`config.mk`:
```
export PLATFORM = sky130hd
export DESIGN_NAME = ccd_line_sequencer
export DESIGN_NICKNAME = d
export VERILOG_FILES = /design/src/rtl/ccd_line_sequencer.sv
export SDC_FILE = /design/constraint.sdc
export NUM_CORES = 1
export LEC_CHECK = 0
export ABC_CLOCK_PERIOD_IN_PS = 2150
export BUFFER_PORTS_ARGS = -buffer_cell sky130_fd_sc_hd__buf_2
export CORE_ASPECT_RATIO = 0.6
export CORE_MARGIN = 2
export CORE_UTILIZATION = 50
export CTS_BUF_LIST = sky130_fd_sc_hd__clkbuf_4
export DETAILED_ROUTE_END_ITERATION = 8
export GPL_ROUTABILITY_DRIVEN = 0
export MAX_ROUTING_LAYER = met4
export PLACE_DENSITY = 0.74
export SETUP_SLACK_MARGIN = 0.4
export SYNTH_ARGS = -nofsm -noshare
export SYNTH_HDL_FRONTEND = slang
export SYNTH_SLANG_ARGS = --single-unit
```
`constraint.sdc`:
```
create_clock -name clk_100M -period 2.15 [get_ports clk_100M]
set_input_delay 0.215 -clock clk_100M [delete_from_list [all_inputs] [get_ports clk_100M]]
set_output_delay 0.215 -clock clk_100M [all_outputs]
set_load 0.02 [all_outputs]
```
`src/rtl/ccd_line_sequencer.sv`:
```
// ccd_line_sequencer: line-level CCD timing generator.
// Each line runs a guarded SH transfer pulse, then N pixels of P1/RS/CP
// phase timing. It emits a sample strobe with pixel index for the ADC
// capture block. Lines run once or back-to-back until a graceful stop.
module ccd_line_sequencer #(
  parameter int PIX_PERIOD = 50,
  parameter int CNTR_W     = 8,
  parameter int PIX_W      = 12,
  parameter int P1_HIGH    = 24,
  parameter int P1_LOW     = 0,
  parameter int RS_HIGH    = 16,
  parameter int RS_LOW     = 21,
  parameter int CP_HIGH    = 26,
  parameter int CP_LOW     = 31,
  parameter int SAMPLE_AT  = 40,
  parameter int SH_GUARD   = 10,
  parameter int SH_WIDTH   = 20
) (
  input  logic             clk_100M,
  input  logic             rst_n,
  input  logic             start,
  input  logic             stop,
  input  logic             continuous,
  input  logic [PIX_W-1:0] line_pixels,
  output logic             busy,
  output logic             ccd_p1,
  output logic             ccd_p2,
  output logic             ccd_sh,
  output logic             ccd_rs,
  output logic             ccd_cp,
  output logic             pix_valid,
  output logic [PIX_W-1:0] pix_index,
  output logic             line_done,
  output logic [15:0]      line_count
);

  // Parameter sanity, checked while the design is elaborated.
  if (PIX_PERIOD < 8 || PIX_PERIOD > (1 << CNTR_W)) begin : g_bad_period
    $error("ccd_line_sequencer: PIX_PERIOD outside 8..2**CNTR_W");
  end
  if (P1_HIGH >= PIX_PERIOD || P1_LOW >= PIX_PERIOD || RS_HIGH >= PIX_PERIOD ||
      RS_LOW >= PIX_PERIOD || CP_HIGH >= PIX_PERIOD || CP_LOW >= PIX_PERIOD ||
      SAMPLE_AT >= PIX_PERIOD) begin : g_bad_edge
    $error("ccd_line_sequencer: edge position not below PIX_PERIOD");
  end
  if (P1_HIGH == P1_LOW || RS_HIGH == RS_LOW || CP_HIGH == CP_LOW) begin : g_bad_pair
    $error("ccd_line_sequencer: a HIGH edge coincides with its LOW edge");
  end
  if (SH_GUARD < 1 || SH_WIDTH < 1) begin : g_bad_sh
    $error("ccd_line_sequencer: SH_GUARD and SH_WIDTH must be at least 1");
  end

  localparam int SEG_MAX = (SH_GUARD > SH_WIDTH) ? SH_GUARD : SH_WIDTH;
  localparam int SEG_W   = (SEG_MAX > 1) ? $clog2(SEG_MAX) : 1;

  localparam logic [SEG_W-1:0]  GUARD_LAST = SEG_W'(SH_GUARD - 1);
  localparam logic [SEG_W-1:0]  WIDTH_LAST = SEG_W'(SH_WIDTH - 1);
  localparam logic [CNTR_W-1:0] TC_LAST    = CNTR_W'(PIX_PERIOD - 1);
  localparam logic [CNTR_W-1:0] TC_P1_HIGH = CNTR_W'(P1_HIGH);
  localparam logic [CNTR_W-1:0] TC_P1_LOW  = CNTR_W'(P1_LOW);
  localparam logic [CNTR_W-1:0] TC_RS_HIGH = CNTR_W'(RS_HIGH);
  localparam logic [CNTR_W-1:0] TC_RS_LOW  = CNTR_W'(RS_LOW);
  localparam logic [CNTR_W-1:0] TC_CP_HIGH = CNTR_W'(CP_HIGH);
  localparam logic [CNTR_W-1:0] TC_CP_LOW  = CNTR_W'(CP_LOW);
  localparam logic [CNTR_W-1:0] TC_SAMPLE  = CNTR_W'(SAMPLE_AT);

  typedef enum logic [2:0] {
    IDLE,
    SH_PRE,
    SH_PULSE,
    SH_POST,
    READOUT
  } state_t;

  state_t state;
  state_t state_nxt;

  logic [SEG_W-1:0]  seg_cnt;
  logic [CNTR_W-1:0] tc;
  logic [PIX_W-1:0]  pix;
  logic [PIX_W-1:0]  n_q;
  logic              cont_q;
  logic              stop_pending;

  logic             accept;
  logic             tc_last;
  logic             pix_last;
  logic             eol;
  logic             p1_nxt;
  logic             sh_nxt;
  logic             rs_nxt;
  logic             cp_nxt;
  logic             pv_nxt;
  logic [PIX_W-1:0] idx_nxt;
  logic             ld_nxt;

  assign accept   = (state == IDLE) && start && (line_pixels != '0);
  assign tc_last  = (tc == TC_LAST);
  assign pix_last = (pix == (n_q - PIX_W'(1)));
  assign eol      = (state == READOUT) && tc_last && pix_last;
  assign ccd_p2   = ~ccd_p1;

  // State register; reset drops straight back to IDLE even mid-line.
  always_ff @(posedge clk_100M) begin
    if (!rst_n) state <= IDLE;
    else        state <= state_nxt;
  end

  // Line sequencing: guard, SH pulse, guard, readout, then repeat or stop.
  always_comb begin
    state_nxt = state;
    case (state)
      IDLE:     if (accept) state_nxt = SH_PRE;
      SH_PRE:   if (seg_cnt == GUARD_LAST) state_nxt = SH_PULSE;
      SH_PULSE: if (seg_cnt == WIDTH_LAST) state_nxt = SH_POST;
      SH_POST:  if (seg_cnt == GUARD_LAST) state_nxt = READOUT;
      READOUT:  if (eol) state_nxt = (cont_q && !stop_pending && !stop) ? SH_PRE : IDLE;
      default:  state_nxt = IDLE;
    endcase
  end

  // Next values of the registered CCD outputs; outside readout the phases park.
  always_comb begin
    p1_nxt  = 1'b1;
    rs_nxt  = 1'b0;
    cp_nxt  = 1'b0;
    sh_nxt  = (state_nxt == SH_PULSE);
    pv_nxt  = 1'b0;
    idx_nxt = pix_index;
    ld_nxt  = 1'b0;
    if (state == READOUT) begin
      p1_nxt = ccd_p1;
      rs_nxt = ccd_rs;
      cp_nxt = ccd_cp;
      if (tc == TC_P1_HIGH) p1_nxt = 1'b1;
      if (tc == TC_P1_LOW)  p1_nxt = 1'b0;
      if (tc == TC_RS_HIGH) rs_nxt = 1'b1;
      if (tc == TC_RS_LOW)  rs_nxt = 1'b0;
      if (tc == TC_CP_HIGH) cp_nxt = 1'b1;
      if (tc == TC_CP_LOW)  cp_nxt = 1'b0;
      if (tc == TC_SAMPLE) begin
        pv_nxt  = 1'b1;
        idx_nxt = pix;
      end
      if (eol) begin
        ld_nxt = 1'b1;
        p1_nxt = 1'b1;
        rs_nxt = 1'b0;
        cp_nxt = 1'b0;
      end
    end
  end

  // Counters, captured line setup, stop latch and the output registers.
  always_ff @(posedge clk_100M) begin
    if (!rst_n) begin
      seg_cnt      <= '0;
      tc           <= '0;
      pix          <= '0;
      n_q          <= '0;
      cont_q       <= 1'b0;
      stop_pending <= 1'b0;
      busy         <= 1'b0;
      ccd_p1       <= 1'b1;
      ccd_sh       <= 1'b0;
      ccd_rs       <= 1'b0;
      ccd_cp       <= 1'b0;
      pix_valid    <= 1'b0;
      pix_index    <= '0;
      line_done    <= 1'b0;
      line_count   <= '0;
    end else begin
      if ((state_nxt == state) && (state != IDLE) && (state != READOUT))
        seg_cnt <= seg_cnt + SEG_W'(1);
      else
        seg_cnt <= '0;

      if ((state == READOUT) && !tc_last) tc <= tc + CNTR_W'(1);
      else                                tc <= '0;

      if (state != READOUT)  pix <= '0;
      else if (tc_last)      pix <= pix_last ? '0 : pix + PIX_W'(1);

      if (accept) begin
        n_q    <= line_pixels;
        cont_q <= continuous;
      end

      if (accept)                                 stop_pending <= stop;
      else if (state != IDLE && state_nxt == IDLE) stop_pending <= 1'b0;
      else if (state != IDLE && stop)              stop_pending <= 1'b1;

      if (eol) line_count <= line_count + 16'd1;

      busy      <= (state_nxt != IDLE);
      ccd_p1    <= p1_nxt;
      ccd_sh    <= sh_nxt;
      ccd_rs    <= rs_nxt;
      ccd_cp    <= cp_nxt;
      pix_valid <= pv_nxt;
      pix_index <= idx_nxt;
      line_done <= ld_nxt;
    end
  end

endmodule

```
== After elaboration in Yosys (flattened, before gate mapping) ==
Cells that the tools add are included.
Widths: inputs -> output; s select.
Storage, ports and cells
  flip-flop bits (word level): 77
  latch bits: 0
  memory bits (writable): 0
  bits in read-only memories: 0
  output and inout bits: 36
  word-level logic and storage cells: 86
  memories: 0
Cells by class
  add/subtract/negate cells: 5
  multiply operators: 0
  div/mod/pow operators: 0
  order comparisons: 0
  equal/unequal tests: 17
  shift-type cells: 0
  muxes and demuxes: 15
  bitwise operators: 3
  reductions and logical operators: 30
Operators with widths (number)
  $eq 8x5->1 const B: 5
  $add 16x1->16 const B: 1
  $eq 8x6->1 const B: 2
  $mux 3: 5
  $pmux 3 s5: 1
  $add 12x1->12 const B: 1
  $eq 12x12->1: 1
  $mux 12: 1
  $reduce_bool 12->1: 1
  $sub 12x1->12 const B: 1
  $logic_and 1x1->1: 11
  $eq 3x2->1 const B: 3
  $reduce_bool 3->1: 3
  $add 8x1->8 const B: 1
  $logic_not 8->1: 1
  $mux 1: 8
  $reduce_and 2->1: 4
  $reduce_or 4->1: 2
  $logic_not 3->1: 2
  $add 5x1->5 const B: 1
  $eq 5x4->1 const B: 1
  $eq 5x5->1 const B: 1
  $eq 3x1->1 const B: 1
  $eq 3x3->1: 1
  other kinds (7): 11

== Logic depth before layout (Yosys ltp) ==
  depth in word-level cells: 10
  mapped depth: 11
  gate-level depth less buffers: 8

== Worst setup path after synthesis ==
No wires, ideal clock.
  kind: reg2reg
  start point: reg n_q[0]
  end point: reg line_count[10]
  library setup time: 72 ps
  arrival: 2316 ps
  required time: 2078 ps
  setup slack: -238 ps
  stages on the path, launching flop included: 12
  period minus slack after synthesis: 2388 ps
  path through: dfxtp_1 > buf_2 > inv_1 > ha_1 > buf_2 > nor3b_1 > a2111o_1 > nand3_1 > o2111ai_2 > buf_2 > nor4_1 > mux2i_1
On the way
  cells in the longest elaborated chain, start to end: 3
Ends and longest elaborated chain
  start: declaration: line 81  | logic [PIX_W-1:0] n_q;
  start signal: assignment: line 185  | n_q <= line_pixels;
  $sub 12x1->12: line 99  | assign pix_last = (pix == (n_q - PIX_W'(1)));
  $eq 12x12->1: line 99
  $logic_and 1x1->1: line 100  | assign eol = (state == READOUT) && tc_last && pix_last;
  end signal: assignment: line 193  | if (eol) line_count <= line_count + 16'd1;
  end: declaration: line 34  | output logic [15:0] line_count
No other way between the ends.
A chain may end at the register's enable or synchronous reset.

== Worst setup path after layout ==
  start point: reg n_q[0]
  end point: reg line_count[7]
Same word-level chain as after synthesis.

==> results.py <==
metrics = {
    "floorplanning": {
        "core-area_um2": 7757,
        "dieWidth_um": 118.5,
        "dieArea_um2": 8622,
        "ios": 53,
        "num_rows": 25,
        "initial_core_util_pct": 50.74,
        "die_h_um": 72.73,
    },
    "clocking": {
        "cts-buffers-inserted": 9,
        "cts.htree.levels": 3,
        "cts_tree": "yes",
        "clk_pin_slew_ps": 120,
        "clock_latency_ps": 450,
        "root_buffer": "clkbuf_4",
        "cts_buffer_depth": 2,
        "cts.sinks": 77,
    },
    "global_route": {
        "grt_max_degree": 33,
        "gr-total-overflow": 0,
        "antenna_found_initial": 0,
        "grt_pass1_vias": 3462,
        "grt_pass1_wl_um": 17090,
        "grtUsageTotal_pct": 26.21,
    },
    "power_and_ir_drop": {
        "power_switching_uw": 760.8,
        "leakage_nw": 2.175,
        "power.density_nw_per_um2": 512.9,
        "power_frac_comb_pct": 15.8,
        "pwr-share-seq_pct": 55.2,
        "peakVddDrop_v": 0.0003486,
        "p_sw_share_pct": 28.40,
        "p_clk_share_pct": 29.0,
        "p_int_mw": 1.918,
    },
    "sta": {
        "period_share_pct": 110.7,
        "fin_hold_ws_ps": 22.67,
        "finalSetupTns_ps": -3533,
        "hold_viol_final": 0,
        "setup_viol": 34,
        "slew_violations": 0,
        "max_clock_freq_mhz": 420.1,
        "tightestPinTransition_ps": 539.4,
        "fin_crit_ps": 2381,
        "setup_slack_ps": -230.6,
        "rsz0062_at_grt": "yes",
        "max-slew-margin-rel_pct": 63.87,
        "fin_skew_ps": 16.42,
    },
    "cells_and_area": {
        "area_delta_synth_final_pct": 32.71,
        "drive_gt1_share_pct": 32.66,
        "n_antenna_cell": 0,
        "final_cells": 653,
        "fillers": 654,
        "nets": 566,
        "utilization_pct": 67.34,
    },
    "routing": {
        "ant_nets": 0,
        "routed_wl_um": 10970,
        "route.vias.total": 3619,
        "wl_per_cell_um": 16.80,
        "drcViolationCount": 0,
        "drt_iter0_markers": 322,
        "drt-pass1-iter-count": 4,
        "viasPerCell": 5.542,
    },
    "synth": {
        "yosys.cell_count.top_type": "dfxtp_1",
        "async_flop_share_pct": 0,
        "yosysTopAreaCell": "dfxtp_1",
        "netlist_area_um2": 3936,
        "synth-warning-count": 0,
        "ys_seq_area_share_pct": 39.16,
        "synth_edf_count": 0,
        "synth_nets": 475,
        "ys_seq_elements": 77,
        "synth_area_per_cell_um2": 8.767,
        "synth_cells": 449,
        "ys.flop_type": "dfxtp_1",
        "synth.distinct_cells": 51,
        "synth_area_leaders": "dfxtp_1, mux2i_1, nor2_1, xnor2_1, xor2_1",
        "yosys-top-cells-count": "dfxtp_1, nor2_1, mux2i_1",
        "synth_top_area_share_pct": 39.16,
    },
    "place": {
        "io_buffers": 52,
        "dp_hpwl_um": 7423,
        "dp_cells": 624,
    },
    "worst_setup_path": {
        "critPathMaxStageDelay_ps": 370,
        "critPathMaxFanout": 8,
        "crit_type": "flip-flop to flip-flop",
        "ff2ff_setup_slack_ps": -230,
        "reg2reg_from": "n_q[0]$_SDFFE_PN0P_",
        "crit_chain": "inv_4, ha_4, nor2b_4, a32o_2, nor4_4, o2111ai_4, buf_12, nor4_2, mux2i_1",
        "timing.rr.end": "line_count[7]$_SDFFE_PN0P_",
        "cp-start-kind": "flip-flop",
        "arrival_ps": 2760,
        "r2r_cells": 9,
        "critical_path.endpoint_type": "flip-flop",
        "cp_slowest_cell": "dfxtp_2",
        "worstPathRequired_ps": 2520,
    },
    "worst_hold_path": {
        "hold_start": "line_pixels[7]",
        "hold_path_class": "primary input to flip-flop",
        "whs_endpoint": "n_q[7]$_SDFFE_PN0P_",
        "whs_path_depth": 3,
    },
    "status": {
        "status": "complete, but fails checks",
        "violations": "negative setup slack",
    },
    "run": {
        "max-cap-violations": 0,
    },
}
[stage by stage]
stage	instance area [um2]	total power, mW	setup slack, ps
finish	5224	2.679	-230.6
detailed placement	4695	1.842	-150.6
global placement	4695	1.831	-44.05
CTS	5025	2.676	-138.5
global route	5224	2.807	-372.8
floorplan	4119	1.726	-66.95
[repair_timing]
item | CTS | global route
resized for setup | 28 | 36
hold endpoints to repair | 3 | 1
buffers inserted | 4 | 1
setup endpoints to repair | 49 | 56
pin swaps | 11 | 13
hold buffers | 3 | 1
gates cloned | 2 | 2
[how the worst max path moves through the flow]
stage / startpoint / end / slack [ps] / cells after the start
global placement: n_q[3]$_SDFFE_PN0P_ / line_count[15]$_SDFFE_PN0P_ / -40 / 7
floorplan: n_q[0]$_SDFFE_PN0P_ / line_count[1]$_SDFFE_PN0P_ / -70 / 11
finish: n_q[0]$_SDFFE_PN0P_ / line_count[7]$_SDFFE_PN0P_ / -230 / 9
detailed placement: n_q[0]$_SDFFE_PN0P_ / line_count[10]$_SDFFE_PN0P_ / -150 / 8
global route: n_q[5]$_SDFFE_PN0P_ / line_count[7]$_SDFFE_PN0P_ / -370 / 8
CTS: n_q[0]$_SDFFE_PN0P_ / line_count[15]$_SDFFE_PN0P_ / -140 / 9
[routing by layer]
| metal | track usage [%] | up-vias | part of all wire (%) |
|---|---|---|---|
| met5 | - | - | 0 |
| met3 | 9.297 | 13 | 7.3 |
| met4 | 5.952 | 0 | 0.81 |
| met1 | 35.37 | 1740 | 48 |
| met2 | 37.74 | 100 | 44 |
| li1 | - | 1766 | - |
[cells in the final DEF (no fill, tap or decap), types with 8 or more instances in the layout]
master    Yosys  routed
nor2_1       62      53
buf_4         1      34
nand2b_1     16      16
dfxtp_1      77      70
a21oi_1      11       9
nor2_2        0       8
xor2_1       15      15
inv_1        13      11
mux2i_1      39      39
nand2_1      34      34
clkbuf_4      0      12
nand3_1      22      21
xnor2_1      19      18
buf_2         6      52
nor4_4        1      12
[registers in the layout (all words and copies together), names as in the netlist]
| signal | count |
|---|---|
| stop_pending | 1 |
| pix_valid | 1 |
| ccd_cp | 1 |
| state | 3 |
| line_done | 1 |
| cont_q | 1 |
| tc | 8 |
| ccd_sh | 1 |
| pix | 12 |
| n_q | 12 |
| seg_cnt | 5 |
| pix_index | 12 |
| line_count | 16 |
| ccd_rs | 1 |
| ccd_p1 | 1 |
| busy | 1 |
[cells by family (layout without fill, tap and decap cells)]
family | after synthesis | in the layout | share of synthesized area, %
AND/OR/NAND/NOR | 209 | 209 | 28.13
flip-flops | 77 | 77 | 39.16
AO/OA/AOI/OAI | 45 | 45 | 8.073
multiplexers | 39 | 39 | 9.917
buffers and inverters | 36 | 132 | 4.291
XOR/XNOR | 34 | 34 | 7.565
adder cells (fa/ha/maj) | 9 | 9 | 2.861
[cell type report]
cell class,instances,area [um2],share of cell area (%)
clock buffer,12,90.09,1.725
clock inverter,4,25.02,0.4790
inverter,13,51.30,0.9820
multi-input combinational,336,2610,49.96
sequential,77,1550,29.68
tap,108,135.1,2.587
timing repair buffer,103,762.0,14.59
[power by group through the flow]
stage | combinational [mW] | sequential [mW] | clock, mW
after floorplan | 0.226 | 1.50 | 0
after global placement | 0.327 | 1.50 | 0
after detailed placement | 0.336 | 1.51 | 0
after CTS | 0.396 | 1.48 | 0.804
after global routing | 0.452 | 1.48 | 0.873
final | 0.423 | 1.48 | 0.778
[critical path, delay by kind of cell, from the launching register on]
kind,cells,cell delay [ps]
mux,1,250
simple gates,3,760
buf+inv,2,250
fa+ha+maj,1,160
compound gates,2,510
flops,1,370
No activity file was read; power rests on OpenSTA's default activity.
